--- config.mk ---
export PLATFORM = sky130hd
export DESIGN_NAME = ep_writeback_queue
export DESIGN_NICKNAME = d
export VERILOG_FILES = /design/src/rtl/ep_writeback_queue.sv
export SDC_FILE = /design/constraint.sdc
export NUM_CORES = 2
export LEC_CHECK = 0
export CAP_MARGIN = 20
export CORE_MARGIN = 1
export CORE_UTILIZATION = 35
export DETAILED_ROUTE_END_ITERATION = 8
export SYNTH_ARGS = -nofsm -noshare
export SYNTH_HDL_FRONTEND = slang
export SYNTH_SLANG_ARGS = --single-unit
--- constraint.sdc ---
create_clock -name clock -period 7.2 [get_ports clock]
set_clock_uncertainty 0.2 [all_clocks]
set_input_delay 0.72 -clock clock [delete_from_list [all_inputs] [get_ports clock]]
set_output_delay 0.72 -clock clock [all_outputs]
set_load 0.02 [all_outputs]
--- src/rtl/ep_writeback_queue.sv ---
// Even-pipe writeback queue: buffers results ahead of the register-file write port
// and serves ra/rb forwarding lookups. Optional zero-latency bypass: WB_PASSTHRU_EN.
module ep_writeback_queue #(
    parameter int DEPTH  = 4,
    parameter int PKT_W  = 143,
    parameter int DATA_W = 128,
    parameter int ADDR_W = 7
) (
    input  logic                      clock,
    input  logic                      reset,
    input  logic [0:PKT_W-1]          ep_packet_in,
    input  logic                      rf_wr_ready,
    output logic                      rf_wr_en,
    output logic [0:ADDR_W-1]         rf_wr_addr,
    output logic [0:DATA_W-1]         rf_wr_data,
    input  logic [0:ADDR_W-1]         fwd_addr_a,
    output logic                      fwd_hit_a,
    output logic [0:DATA_W-1]         fwd_data_a,
    input  logic [0:ADDR_W-1]         fwd_addr_b,
    output logic                      fwd_hit_b,
    output logic [0:DATA_W-1]         fwd_data_b,
    output logic [0:$clog2(DEPTH)]    count,
    output logic                      overflow
);
    localparam int PW = $clog2(DEPTH);
    localparam int CW = PW + 1;
    localparam logic [CW-1:0] FULL = CW'(DEPTH);

    logic [DATA_W-1:0] mem_data [DEPTH];
    logic [ADDR_W-1:0] mem_addr [DEPTH];
    logic [PW-1:0]     head, tail;
    logic [CW-1:0]     cnt;
    logic              ovf;

    logic [DATA_W-1:0] in_data;
    logic [ADDR_W-1:0] in_addr;
    logic              in_we;
    logic              pass, pop, push, drop;

    // Stage latency and unit id fields are deliberately not extracted.
    assign in_data = ep_packet_in[0:DATA_W-1];
    assign in_addr = ep_packet_in[DATA_W:DATA_W+ADDR_W-1];
    assign in_we   = ep_packet_in[PKT_W-1];

`ifdef WB_PASSTHRU_EN
    assign pass = (cnt == '0) && rf_wr_ready && in_we;
`else
    assign pass = 1'b0;
`endif

    assign pop  = (cnt != '0) && rf_wr_ready;
    assign push = in_we && !pass && ((cnt != FULL) || pop);
    assign drop = in_we && !pass && (cnt == FULL) && !pop;

    always_ff @(posedge clock or negedge reset) begin
        if (!reset) begin
            head <= '0;
            tail <= '0;
            cnt  <= '0;
            ovf  <= 1'b0;
        end else begin
            if (pop)  head <= head + 1'b1;
            if (push) tail <= tail + 1'b1;
            if (push && !pop)      cnt <= cnt + 1'b1;
            else if (pop && !push) cnt <= cnt - 1'b1;
            if (drop) ovf <= 1'b1;
        end
    end

    // Entry storage needs no reset: validity comes from head/count alone.
    always_ff @(posedge clock) begin
        if (push) begin
            mem_data[tail] <= in_data;
            mem_addr[tail] <= in_addr;
        end
    end

    always_comb begin
        rf_wr_en   = 1'b0;
        rf_wr_addr = '0;
        rf_wr_data = '0;
        if (cnt != '0) begin
            rf_wr_en   = 1'b1;
            rf_wr_addr = mem_addr[head];
            rf_wr_data = mem_data[head];
        end else if (pass) begin
            rf_wr_en   = 1'b1;
            rf_wr_addr = in_addr;
            rf_wr_data = in_data;
        end
    end

    // Walk oldest to youngest so the youngest match overwrites; the
    // incoming packet is newer than anything queued.
    function automatic logic [DATA_W:0] lookup(input logic [ADDR_W-1:0] a);
        logic [DATA_W:0] r;
        logic [PW-1:0]   idx;
        r = '0;
        for (int k = DEPTH - 1; k >= 0; k--) begin
            idx = tail - PW'(k + 1);
            if ((CW'(k) < cnt) && (mem_addr[idx] == a))
                r = {1'b1, mem_data[idx]};
        end
        if (in_we && (in_addr == a))
            r = {1'b1, in_data};
        return r;
    endfunction

    logic [DATA_W:0] res_a, res_b;
    assign res_a      = lookup(fwd_addr_a);
    assign res_b      = lookup(fwd_addr_b);
    assign fwd_hit_a  = res_a[DATA_W];
    assign fwd_data_a = res_a[DATA_W-1:0];
    assign fwd_hit_b  = res_b[DATA_W];
    assign fwd_data_b = res_b[DATA_W-1:0];

    assign count    = cnt;
    assign overflow = ovf;
endmodule
==> results.yml <==
synth:
  yosysMostFrequentCell: "mux4_2"
  synth_area_leaders: "edfxtp_1 (33%), mux4_2 (30%), and2_1 (4.9%)"
  seq_area_frac_synth: 0.334
  yosysUniqueCellTypes: 62
  synth.avg_cell_area_um2: 13.0
  ys.flop_type: "edfxtp_1"
  synth.top_cell.area_share: 0.330
  yosys-top-cells-count: "mux4_2 (652), edfxtp_1 (540), and2_1 (383)"
  yosysTopAreaCell: "edfxtp_1"
  syn_inst: 3777
  async_flop_share: 0.0146
  synth_edf_count: 540
  synth_fp_nets: 3946
  yosys_warnings: 0
  syn_area_mm2: 0.0491
  ys_ff_latch: 548
sta:
  worstMarginPinSlew_ns: 1.13
  relSlewSlack: 0.248
  whs_ns: 0.195
  fmax_ghz: 0.146
  setup_viol: 0
  finalHoldViolations: 0
  rsz0062_at_grt: "false"
  period_minus_slack_ns: 6.87
  period_share: 0.954
  tns_ns: 0
  timing.final.max_slew_violations: 0
clocking:
  post-cts-setup-buffer-count: 0
  post_cts_resize_count: 0
  root_buffer: "clkbuf_16"
  clk_pin_slew_worst_paths_ns: 0.06
  numCtsBuffers: 71
  cts_tree: "yes"
  htreeDepth: 3
  clock_sink_count: 548
  clock_path_buffers: 3
  hold_buffers: 0
  insertion_delay_ns: 0.65
power:
  vdd_drop_max_mv: 0.394
  leakagePower_uw: 0.0189
  power.density_mw_per_mm2: 433
die:
  dieArea_mm2: 0.142
  die_y_um: 377
  floorplan.core_area_mm2: 0.139
  rows: 137
  io_pins: 558
  die_w_um: 377
  start_util: 0.352
detailed_routing:
  post-route-drc-count: 0
  antenna_left: 0
  drt-pass1-iter-count: 6
  drt_first_iter_violations: 4373
  viasPerCell: 6.79
  drt-wirelength-per-cell_um: 31.9
  vias: 40400
  wl_um: 190000
flow_run:
  maxCapViolCount: 0
layout:
  fin_nets: 4189
  fillCellCount: 12700
  layout-drive-gt1-share: 0.285
  syn2layout_area_growth_pct: 18.7
  multi_input_area_mm2: 0.0305
  seq_area_mm2: 0.0164
placement:
  hpwl_um: 110000
  portBuffers: 550
  gp_congestion: 0.855
run_status:
  status: "finished clean"
setup_path:
  end_kind: "primary output"
  cp-start-kind: "flip-flop"
  arrival_ns: 5.95
  crit_chain: "inv_1 > ha_4 > buf_4 > mux2i_1 > xor2_1 > a22oi_2 > or3_4 > nand3b_1 > buf_12 > o21ai_0 > clkdlybuf4s50_1"
  path_delay_family: "buffers and inverters"
  cpPeakStageDelay_ns: 0.78
  path_class: "flip-flop to primary output"
  critPathBufInv: 4
  cp_max_fo: 68
  critPathSlowestCell: "ha_4"
  crit_required_ns: 6.28
global_route:
  grt_overflow: 0
  track_usage: 0.262
  grt_max_degree: 134
  grt_pass1_wl_um: 275000
  antenna_found_initial: 8
  grt_pass1_vias: 40200
hold_path:
  hold_path_class: "primary input to async pin"
==> cells by family after synthesis <==
family / share of synthesized area
xor gates and xnor gates: 0.0132
buffers and inverters: 0.0481
muxes: 0.338
DFF: 0.334
and+or+nand+nor: 0.112
AOI/OAI and AO/OA: 0.152
adders and majority gates: 0.00229
==> stage by stage <==
stage / area [um^2] / util / setup WS [ns] / power, uW / std cells
after detailed placement: 56000 / 0.402 / 0.940 / 21700 / 5822
final: 58300 / 0.418 / 0.333 / 25200 / 5955
after floorplan: 49100 / - / 1.73 / 16600 / 3777
after CTS: 58200 / 0.418 / 0.189 / 25200 / 5949
after global placement: 56000 / 0.402 / 0.987 / 21500 / 5822
after global routing: 58300 / 0.418 / 0.130 / 26400 / 5953
==> where the power goes <==
group | total, uW | internal (uW) | switching, uW
logic | 16800 | 7680 | 9120
clock network | 3470 | 2020 | 1450
registers | 4950 | 4240 | 713
total | 25200 | 13900 | 11300
==> cells in the final DEF, fill, tap and decap left out, types with 25 or more instances in the layout <==
cell type and n:
a221oi_2 128, o2bb2a_1 70, nand2_1 233, nor2_1 139, o21ai_0 40, nor3_1 129, buf_4 55, o211ai_1 120
nand4_1 108, a31oi_1 140, buf_12 43, clkbuf_16 74, mux4_2 652, nand3_1 33, edfxtp_1 540, o41ai_1 30
o31ai_2 107, xnor2_1 48, xor2_1 25, clkdlybuf4s50_1 549, mux2i_1 163, and2_1 379
==> final timing paths <==
path	slack (ns)	to	cells after the start	startpoint
max	0.33	fwd_data_b[33]	11	tail[1]
min	0.20	overflow	1	reset
min in group clock	0.27	overflow	1	overflow
max reg2reg	2.86	mem_data[3][58]	5	tail[1]
min reg2reg	0.27	overflow	1	overflow
max in group asynchronous	6.23	tail[0]	1	reset
==> flip-flops by register name (all words and copies together) (netlist names) <==
signal    count
count         3
head          2
overflow      1
tail          2
mem_addr     28
mem_data    512
==> layout make-up <==
class,count,area share
Multi-Input combinational cell,2744,0.523
Sequential cell,548,0.282
Timing Repair Buffer,647,0.116
Tap cell,1876,0.0403
Clock buffer,90,0.0328
Clock inverter,37,0.00496
Inverter,8,0.000515
Antenna cell,5,0.000215
==> layer usage <==
| layer | share of wire | global-route usage | vias to the layer above |
|---|---|---|---|
| met5 | 0.00036 | 0 | - |
| met4 | 0.048 | 0.126 | 10 |
| li1 | - | - | 16300 |
| met1 | 0.36 | 0.324 | 20800 |
| met3 | 0.11 | 0.0630 | 586 |
| met2 | 0.48 | 0.429 | 2813 |
Power figures use the tool's default switching activity.
